===== src/rtl/ifetch_prefetch_queue_if.sv =====
// ----------------------------------------------------------------------------
// ifetch_prefetch_queue_if
// Request/response bus between the instruction prefetch queue and the
// instruction memory. Requests are a valid/ready handshake. Responses have no
// backpressure and return in request order.
//
// Signals:
//   mem_req_valid  queue -> mem   fetch request present
//   mem_req_addr   queue -> mem   word-aligned fetch address
//   mem_req_ready  mem -> queue   memory accepts the request this cycle
//   mem_rsp_valid  mem -> queue   response word valid this cycle
//   mem_rsp_data   mem -> queue   fetched instruction word
//
// Modports: master = prefetch queue side, slave = instruction memory side.
// ----------------------------------------------------------------------------
interface ifetch_prefetch_queue_if;
    logic        mem_req_valid;
    logic [31:0] mem_req_addr;
    logic        mem_req_ready;
    logic        mem_rsp_valid;
    logic [31:0] mem_rsp_data;

    modport master (
        output mem_req_valid,
        output mem_req_addr,
        input  mem_req_ready,
        input  mem_rsp_valid,
        input  mem_rsp_data
    );

    modport slave (
        input  mem_req_valid,
        input  mem_req_addr,
        output mem_req_ready,
        output mem_rsp_valid,
        output mem_rsp_data
    );
endinterface


===== src/rtl/ifetch_prefetch_queue.sv =====
// ----------------------------------------------------------------------------
// ifetch_prefetch_queue
// Instruction prefetch queue that sits between the instruction memory and the
// IF stage. It issues sequential word fetches and buffers up to DEPTH returned
// instructions, each tagged with its PC. The oldest entry is presented to IF.
// A redirect flushes the queue, marks every in-flight fetch as stale, and
// restarts fetching at the new PC.
//
// Parameters:
//   DEPTH     queue entries and fetch credit (power of two, >= 2)
//   RESET_PC  first fetch address after reset
//   NOP_WORD  value driven on instr while the queue is empty
//
// Ports:
//   clock, reset   rising-edge clock; asynchronous active-high reset
//   redirect       taken branch/jump: flush and refetch from redirect_pc
//   redirect_pc    new fetch address (low two bits ignored)
//   instr_pop      IF consumes the head entry this cycle
//   instr_valid    head entry present
//   instr          head instruction, NOP_WORD when empty
//   instr_pc       PC of head instruction, 0 when empty
//   mem            master side of the instruction memory bus
// ----------------------------------------------------------------------------
module ifetch_prefetch_queue #(
    parameter int          DEPTH    = 4,
    parameter logic [31:0] RESET_PC = 32'h0,
    parameter logic [31:0] NOP_WORD = 32'h0
) (
    input  logic                    clock,
    input  logic                    reset,
    input  logic                    redirect,
    input  logic [31:0]             redirect_pc,
    input  logic                    instr_pop,
    output logic                    instr_valid,
    output logic [31:0]             instr,
    output logic [31:0]             instr_pc,
    ifetch_prefetch_queue_if.master mem
);
    localparam int             PTR_W     = $clog2(DEPTH);
    localparam int             CNT_W     = PTR_W + 1;
    localparam logic [CNT_W:0] DEPTH_SUM = (CNT_W + 1)'(DEPTH);

    logic [31:0]      fetch_addr;
    logic [31:0]      data_mem [DEPTH];
    logic [31:0]      pc_mem   [DEPTH];
    logic [31:0]      tag_mem  [DEPTH];
    logic [PTR_W-1:0] rd_ptr;
    logic [PTR_W-1:0] wr_ptr;
    logic [PTR_W-1:0] tag_rd_ptr;
    logic [PTR_W-1:0] tag_wr_ptr;
    logic [CNT_W-1:0] occupancy;
    logic [CNT_W-1:0] outstanding;
    logic [CNT_W-1:0] discard;
    logic [CNT_W:0]   credit_used;
    logic             accept;
    logic             rsp_take;
    logic             rsp_keep;
    logic             pop_take;

    // Fetch addresses are always word aligned, so the byte-offset bits of the
    // redirect target are deliberately dropped.
    logic unused_redirect_bits;
    assign unused_redirect_bits = ^redirect_pc[1:0];

    // Buffered entries and fetches in flight (stale or not) share one credit
    // pool, so the queue can always absorb every response it has asked for.
    assign credit_used       = {1'b0, occupancy} + {1'b0, outstanding};
    assign mem.mem_req_valid = !reset && !redirect && (credit_used < DEPTH_SUM);
    assign mem.mem_req_addr  = fetch_addr;

    assign accept   = mem.mem_req_valid && mem.mem_req_ready;
    // A response with nothing outstanding is a protocol violation and ignored.
    assign rsp_take = mem.mem_rsp_valid && (outstanding != '0);
    // Stale responses, and any response in a redirect cycle, are never stored.
    assign rsp_keep = rsp_take && (discard == '0) && !redirect;
    assign pop_take = instr_pop && instr_valid && !redirect;

    assign instr_valid = (occupancy != '0);
    assign instr       = instr_valid ? data_mem[rd_ptr] : NOP_WORD;
    assign instr_pc    = instr_valid ? pc_mem[rd_ptr]   : 32'h0;

    // Control state. Redirect and accept never coincide because a redirect
    // suppresses mem_req_valid, so the fetch_addr updates cannot collide.
    always_ff @(posedge clock or posedge reset) begin
        if (reset) begin
            fetch_addr  <= RESET_PC;
            rd_ptr      <= '0;
            wr_ptr      <= '0;
            tag_rd_ptr  <= '0;
            tag_wr_ptr  <= '0;
            occupancy   <= '0;
            outstanding <= '0;
            discard     <= '0;
        end else begin
            if (accept) begin
                fetch_addr <= fetch_addr + 32'd4;
                tag_wr_ptr <= tag_wr_ptr + PTR_W'(1);
            end

            if (redirect) begin
                fetch_addr <= {redirect_pc[31:2], 2'b00};
                rd_ptr     <= '0;
                wr_ptr     <= '0;
                tag_rd_ptr <= '0;
                tag_wr_ptr <= '0;
                occupancy  <= '0;
                // Everything still in flight is stale; a response landing in
                // this same cycle is already accounted for by rsp_take.
                discard    <= outstanding - CNT_W'(rsp_take);
            end else begin
                if (rsp_keep) begin
                    wr_ptr     <= wr_ptr + PTR_W'(1);
                    tag_rd_ptr <= tag_rd_ptr + PTR_W'(1);
                end
                if (pop_take) begin
                    rd_ptr <= rd_ptr + PTR_W'(1);
                end
                occupancy <= occupancy + CNT_W'(rsp_keep) - CNT_W'(pop_take);
                if (rsp_take && (discard != '0)) begin
                    discard <= discard - CNT_W'(1);
                end
            end

            outstanding <= outstanding + CNT_W'(accept) - CNT_W'(rsp_take);
        end
    end

    // Storage arrays need no reset: occupancy gates everything visible, and
    // the tag FIFO only holds addresses of non-stale fetches, so its head
    // always belongs to the next response that is kept.
    always_ff @(posedge clock) begin
        if (rsp_keep) begin
            data_mem[wr_ptr] <= mem.mem_rsp_data;
            pc_mem[wr_ptr]   <= tag_mem[tag_rd_ptr];
        end
        if (accept) begin
            tag_mem[tag_wr_ptr] <= fetch_addr;
        end
    end
endmodule


===== src/flat_wrapper.sv =====
// flat-port wrapper written by rule: the top's interface ports become plain ports
module ifetch_prefetch_queue_flat 
#(
    parameter int          DEPTH    = 4,
    parameter logic [31:0] RESET_PC = 32'h0,
    parameter logic [31:0] NOP_WORD = 32'h0
)
  (clock, reset, redirect, redirect_pc, instr_pop, instr_valid, instr, instr_pc, mem_mem_req_valid, mem_mem_req_addr, mem_mem_req_ready, mem_mem_rsp_valid, mem_mem_rsp_data);
  ifetch_prefetch_queue_if mem_i ();
  input  logic clock;
  input  logic reset;
  input  logic redirect;
  input  logic [31:0] redirect_pc;
  input  logic instr_pop;
  output logic instr_valid;
  output logic [31:0] instr;
  output logic [31:0] instr_pc;
  output wire logic [$bits(mem_i.mem_req_valid)-1:0] mem_mem_req_valid;
  output wire logic [$bits(mem_i.mem_req_addr)-1:0] mem_mem_req_addr;
  input wire logic [$bits(mem_i.mem_req_ready)-1:0] mem_mem_req_ready;
  input wire logic [$bits(mem_i.mem_rsp_valid)-1:0] mem_mem_rsp_valid;
  input wire logic [$bits(mem_i.mem_rsp_data)-1:0] mem_mem_rsp_data;
  assign mem_mem_req_valid = mem_i.mem_req_valid;
  assign mem_mem_req_addr = mem_i.mem_req_addr;
  assign mem_i.mem_req_ready = mem_mem_req_ready;
  assign mem_i.mem_rsp_valid = mem_mem_rsp_valid;
  assign mem_i.mem_rsp_data = mem_mem_rsp_data;
  ifetch_prefetch_queue #(.DEPTH(DEPTH), .RESET_PC(RESET_PC), .NOP_WORD(NOP_WORD)) u_core (.clock(clock), .reset(reset), .redirect(redirect), .redirect_pc(redirect_pc), .instr_pop(instr_pop), .instr_valid(instr_valid), .instr(instr), .instr_pc(instr_pc), .mem(mem_i));
endmodule

===== config.mk =====
export PLATFORM = sky130hd
export DESIGN_NAME = ifetch_prefetch_queue_flat
export DESIGN_NICKNAME = d
export VERILOG_FILES = /design/src/rtl/ifetch_prefetch_queue_if.sv /design/src/rtl/ifetch_prefetch_queue.sv /design/src/flat_wrapper.sv
export SDC_FILE = /design/constraint.sdc
export NUM_CORES = 1
export LEC_CHECK = 0
export CAP_MARGIN = 20
export CORE_UTILIZATION = 35
export CTS_CLUSTER_DIAMETER = 50
export DETAILED_ROUTE_END_ITERATION = 8
export SLEW_MARGIN = 5
export SYNTH_ARGS = -nofsm -noshare
export SYNTH_HDL_FRONTEND = slang
export SYNTH_SLANG_ARGS = --single-unit

===== constraint.sdc =====
create_clock -name clock -period 4.25 [get_ports clock]
set_input_delay 0.85 -clock clock [delete_from_list [all_inputs] [get_ports clock]]
set_output_delay 0.85 -clock clock [all_outputs]
set_load 0.005 [all_outputs]

# ---- Word level (Yosys, flattened, before mapping)
# Memories as Yosys holds them, arrays and structs flattened.
# Index checks and enable logic that the tools add are counted.
dict set report classes {
  n_lt_le_gt_ge 1
  n_addsub 12
  n_reduce_logical 19
  n_mux 19
}
# operator count
set ops {}
lappend ops {{$mux W32} 4}
lappend ops {{$add A32 B3 Y32 const B} 1}
lappend ops {{$mux W2} 8}
lappend ops {{$logic_and A1 B1 Y1} 9}
lappend ops {{$mux W3} 3}
lappend ops {{$reduce_bool A3 Y1} 3}
lappend ops {{$sub A3 B1 Y3} 3}
lappend ops {{$add A2 B1 Y2 const B} 4}
lappend ops {{$reduce_bool A2 Y1} 4}
lappend ops {{$add A3 B1 Y3} 2}
lappend ops {{$add A3 B3 Y4} 1}
lappend ops {{$lt A4 B3 Y1 const B} 1}
lappend ops {{$mux W1} 4}
lappend ops {{$logic_not A3 Y1} 1}
lappend ops {{$sub A3 B1 Y3 const B} 1}
lappend ops {{$logic_not A1 Y1} 2}
dict set report word_totals {
  mem_bits_rw 384
  register_bits 49
  memories 3
}
# name words width rd rd_ports_with_merged_regs wr line_no
set memory_table {}
lappend memory_table {u_core.data_mem 4 32 1 0 1 ifetch_prefetch_queue.sv:44} ;# logic [31:0] data_mem [DEPTH];
lappend memory_table {u_core.pc_mem 4 32 1 0 1 ifetch_prefetch_queue.sv:45} ;# logic [31:0] pc_mem [DEPTH];
lappend memory_table {u_core.tag_mem 4 32 1 0 1 ifetch_prefetch_queue.sv:46} ;# logic [31:0] tag_mem [DEPTH];

# ---- Longest topological paths before layout
dict set report logic_depth {
  word_depth 7
  depth_mapped 12
  depth_no_buf 11
}

# ---- Worst setup path before layout
# No wires, ideal clock.
dict set report synth_path {
  kind {input to register}
  startpoint {in mem_mem_rsp_valid}
  endpoint {mem u_core.data_mem[0][0], enable pin}
  cell_stages 3
  setup_time_ps 427
  t_arrival_ps 2818
  setup_slack_ps 1005
  n_path_buf 1
  required_ps 3823
  path_cell_list {and3b_1 clkbuf_1 and3_1}
}
dict set report synth_via {
  elab_chain_cells 5
}
# element line_no
set synth_rtl {}
lappend synth_rtl {{start, declared} flat_wrapper.sv:21} ;# input wire logic [$bits(mem_i.mem_rsp_valid)-1:0] mem_mem_rsp_valid;
lappend synth_rtl {{$logic_and A1 B1 Y1} ifetch_prefetch_queue.sv:73} ;# assign rsp_take = mem.mem_rsp_valid && (outstanding != '0);
lappend synth_rtl {{$logic_and A1 B1 Y1 (2 in series)} ifetch_prefetch_queue.sv:75} ;# assign rsp_keep = rsp_take && (discard == '0) && !redirect;
lappend synth_rtl {{$mux W1} ifetch_prefetch_queue.sv:132} ;# if (rsp_keep) begin
lappend synth_rtl {{$mux W1 (implied by the code)} ifetch_prefetch_queue.sv:133} ;# data_mem[wr_ptr] <= mem.mem_rsp_data;
lappend synth_rtl {{end, declared} ifetch_prefetch_queue.sv:44}
# Every way passes these cells.

# ---- Final worst setup path
dict set report layout_path {
  startpoint {reg u_core.occupancy[1]}
  endpoint {out instr_pc[25]}
}
dict set report layout_via {
  elab_chain_cells 2
}
# element line_no
set layout_rtl {}
lappend layout_rtl {{start, declared} ifetch_prefetch_queue.sv:51} ;# logic [CNT_W-1:0] occupancy;
lappend layout_rtl {{start signal, assigned} ifetch_prefetch_queue.sv:118} ;# occupancy <= occupancy + CNT_W'(rsp_keep) - CNT_W'(pop_take);
lappend layout_rtl {{$reduce_bool A3 Y1} ifetch_prefetch_queue.sv:78} ;# assign instr_valid = (occupancy != '0);
lappend layout_rtl {{$mux W32} ifetch_prefetch_queue.sv:80} ;# assign instr_pc = instr_valid ? pc_mem[rd_ptr] : 32'h0;
lappend layout_rtl {{end, declared} flat_wrapper.sv:17} ;# output logic [31:0] instr_pc;
# Every way passes these cells.

==> impl_metrics.yaml <==
outcome:
  outcome: "finished, violations left"
  violations: "design-rule violations"
place:
  gp_congestion: 0.7654
  portBuffers: 161
  placed_area_um2: 19030
  dpl.hpwl_um: 20600
  dp.cells: 1627
floorplanning:
  ios: 168
  die-area_um2: 48320
  die_x_um: 219.8
  start_util_pct: 35.59
  num_rows: 79
  die_y_um: 219.8
  core_area_um2: 46650
route:
  num_vias: 8570
  drt_iter0_markers: 698
  wl_per_cell_um: 20.15
  ant_nets: 0
  viasPerCell: 5.003
  drt_wl_total_um: 34520
  drt_first_pass_iters: 7
  drc_errors: 26
grt:
  grt_pass1_wl_um: 52780
  grt.total_usage_pct: 14.66
  gr-total-overflow: 0
  antenna_found_initial: 3
  grt_pass1_vias: 8781
  grt_max_degree: 51
setup_path:
  r2r_end: "u_core.occupancy[2]$_DFF_PP0_"
  r2r-start: "u_core.occupancy[1]$_DFF_PP0_"
  crit_fanout: 50
  crit_path_end_kind: "primary output"
  cp-start-kind: "flip-flop"
  crit_type: "flip-flop to primary output"
  rrSetupSlack_ps: 1110
  crit_required_ps: 3400
  cp.arrival_ps: 2900
  crit_start: "u_core.occupancy[1]$_DFF_PP0_"
  rr_worst_depth: 11
  cp-endpoint: "instr_pc[25]"
finish:
  layout-area-overhead-vs-synth_pct: 24.00
  layout_common_cells: "edfxtp_1, clkdlybuf4s50_1, mux4_2"
  design_area_um2: 20590
  drive_above_1_share_pct: 18.17
  final_common_cell: "edfxtp_1"
  fillerInstances: 4093
  finalNetCount: 1161
  antenna_cells: 0
  utilization_pct: 44.13
  stdcell_count: 1713
yosys:
  syn-instance-count: 883
  synth.avg_cell_area_um2: 18.81
  syn_area_um2: 16610
  seq_area_frac_synth_pct: 73.63
  synth-seq-cells: 415
  synth_ff_type: "edfxtp_1"
  ys_warn_count: 0
  async_reset_ff_share_pct: 11.33
  synth_edf_count: 368
  yosysUniqueCellTypes: 48
sta:
  rsz0062_at_grt: "false"
  min_period_ps: 3754
  maxSlewHeadroom_pct: 37.03
  hold_viol_final: 0
  fmax_mhz: 266.4
  maxSlewViolCount: 0
  setup_viol: 0
  whs_ps: 566.4
  finalClockSkew_ps: 23.65
  fin_crit_sh_pct: 88.34
  final.setup.tns_ps: 0
  max_slew.worst_pin.slew_ps: 944.5
power:
  power.internal_w: 0.008349
  sw_frac_of_total_pct: 24.71
  pwr-share-comb_pct: 19.6
  p_leak_nw: 6.750
  p_switching_w: 0.002741
  p_clk_share_pct: 35.6
  power_density_nw_per_um2: 538.6
  seqPwrFrac_pct: 44.8
  ir_drop_mv: 0.2653
cts:
  cts_inserted_buffers: 46
  holdBufCountCts: 0
  cts.clk_slew.worst_paths_ps: 60
  clkSinkCount: 415
  ctsResizeCount: 0
  clockRootBuffer: "clkbuf_16"
  insertion_delay_ps: 570
  htreeDepth: 2
  clockBufferDepth: 3
  post_cts.repair.setup_buffers: 0
  cts_tree: "yes"
flow_run:
  max_cap_violations: 0
worst_hold_path:
  hold_class: "flip-flop to flip-flop"
  hp-start: "u_core.discard[1]$_DFFE_PP0P_"
cells by family after synthesis:
group / count (synthesis) / share of synthesized area (%)
DFF: 415 / 73.63
and+or+nand+nor: 202 / 6.917
muxes: 94 / 12.60
AOI/OAI and AO/OA: 68 / 2.713
buffers and inverters: 68 / 1.710
adders and majority gates: 21 / 1.673
xor gates and xnor gates: 14 / 0.7384
other: 1 / 0.02258
worst max-delay path: stages (launching register included):
cell,delay [ps]
dfrtp_1,440
or3_2,920
buf_4,360
and2_1,150
clkdlybuf4s50_1,440
cells in the mapped netlist, types with 3 or more instances:
| master | count | area, um2 |
|---|---|---|
| edfxtp_1 | 368 | 11050 |
| mux4_2 | 92 | 2072 |
| and2_1 | 74 | 462.9 |
| dfrtp_1 | 47 | 1176 |
| nand2_1 | 38 | 142.6 |
| clkbuf_1 | 30 | 112.6 |
| o21ai_0 | 25 | 125.1 |
| nor2_1 | 23 | 86.33 |
| ha_1 | 19 | 237.7 |
| inv_1 | 19 | 71.32 |
| nand3_1 | 18 | 90.09 |
| buf_2 | 11 | 55.05 |
| nand4_1 | 11 | 68.82 |
| and3_1 | 10 | 62.56 |
| xor2_1 | 9 | 78.83 |
| nor3_1 | 8 | 40.04 |
| o211ai_1 | 8 | 60.06 |
| a21oi_1 | 7 | 35.03 |
| o311ai_0 | 6 | 52.55 |
| a31oi_1 | 5 | 31.28 |
| xnor2_1 | 5 | 43.79 |
| buf_1 | 4 | 15.01 |
| buf_4 | 4 | 30.03 |
| a221o_1 | 3 | 30.03 |
| a41oi_1 | 3 | 26.28 |
| nor2b_1 | 3 | 18.77 |
flip-flops by register name, summed over array words and instances (netlist names):
signal,cells
u_core.data_mem,128
u_core.pc_mem,120
u_core.tag_mem,120
u_core.mem.mem_req_addr,30
u_core.discard,3
u_core.occupancy,3
u_core.outstanding,3
u_core.rd_ptr,2
u_core.tag_rd_ptr,2
u_core.tag_wr_ptr,2
u_core.wr_ptr,2
metal layers:
| metal | wire [um] | global-route usage (%) | vias up |
|---|---|---|---|
| met5 | 8 | 0 | - |
| met4 | 686 | 4.506 | 2 |
| met3 | 1844 | 2.830 | 48 |
| met2 | 16230 | 23.14 | 205 |
| met1 | 15750 | 20.48 | 4431 |
| li1 | - | - | 3884 |
how the worst min path moves through the flow:
stage | slack, ps | to | depth (start not counted)
2_1_floorplan | 510 | u_core.discard[1]$_DFFE_PP0P_ | 2
3_3_place_gp | 530 | u_core.discard[1]$_DFFE_PP0P_ | 2
3_5_place_dp | 530 | u_core.discard[1]$_DFFE_PP0P_ | 2
4_1_cts | 550 | u_core.discard[1]$_DFFE_PP0P_ | 2
5_1_grt | 600 | u_core.tag_wr_ptr[0]$_DFFE_PP0P_ | 1
6_report | 570 | u_core.discard[1]$_DFFE_PP0P_ | 2
final cells by class:
type / count / area (um2) / area share, %
Clock buffer: 63 / 1256 / 6.101
Clock inverter: 21 / 262.8 / 1.276
Inverter: 19 / 71.32 / 0.3464
Multi-Input combinational cell: 403 / 4128 / 20.05
Sequential cell: 415 / 12230 / 59.42
Tap cell: 607 / 759.5 / 3.688
Timing Repair Buffer: 185 / 1879 / 9.127
through the flow:
| stage | total power (W) | setup slack (ps) |
|---|---|---|
| 6_report | 0.01109 | 495.7 |
| 5_1_grt | 0.01161 | 334.8 |
| 4_1_cts | 0.01126 | 409.5 |
| 3_5_place_dp | 0.007280 | 923.3 |
| 3_3_place_gp | 0.007241 | 951.9 |
| 2_1_floorplan | 0.006198 | 1005 |
power by group through the flow:
stage | clock (W) | combinational [W] | sequential, W
2_1_floorplan | 0 | 0.00125 | 0.00495
3_3_place_gp | 0 | 0.00218 | 0.00507
3_5_place_dp | 0 | 0.00220 | 0.00508
4_1_cts | 0.00405 | 0.00220 | 0.00500
5_1_grt | 0.00420 | 0.00241 | 0.00501
6_report | 0.00395 | 0.00217 | 0.00497
Power figures use the tool's default switching activity.
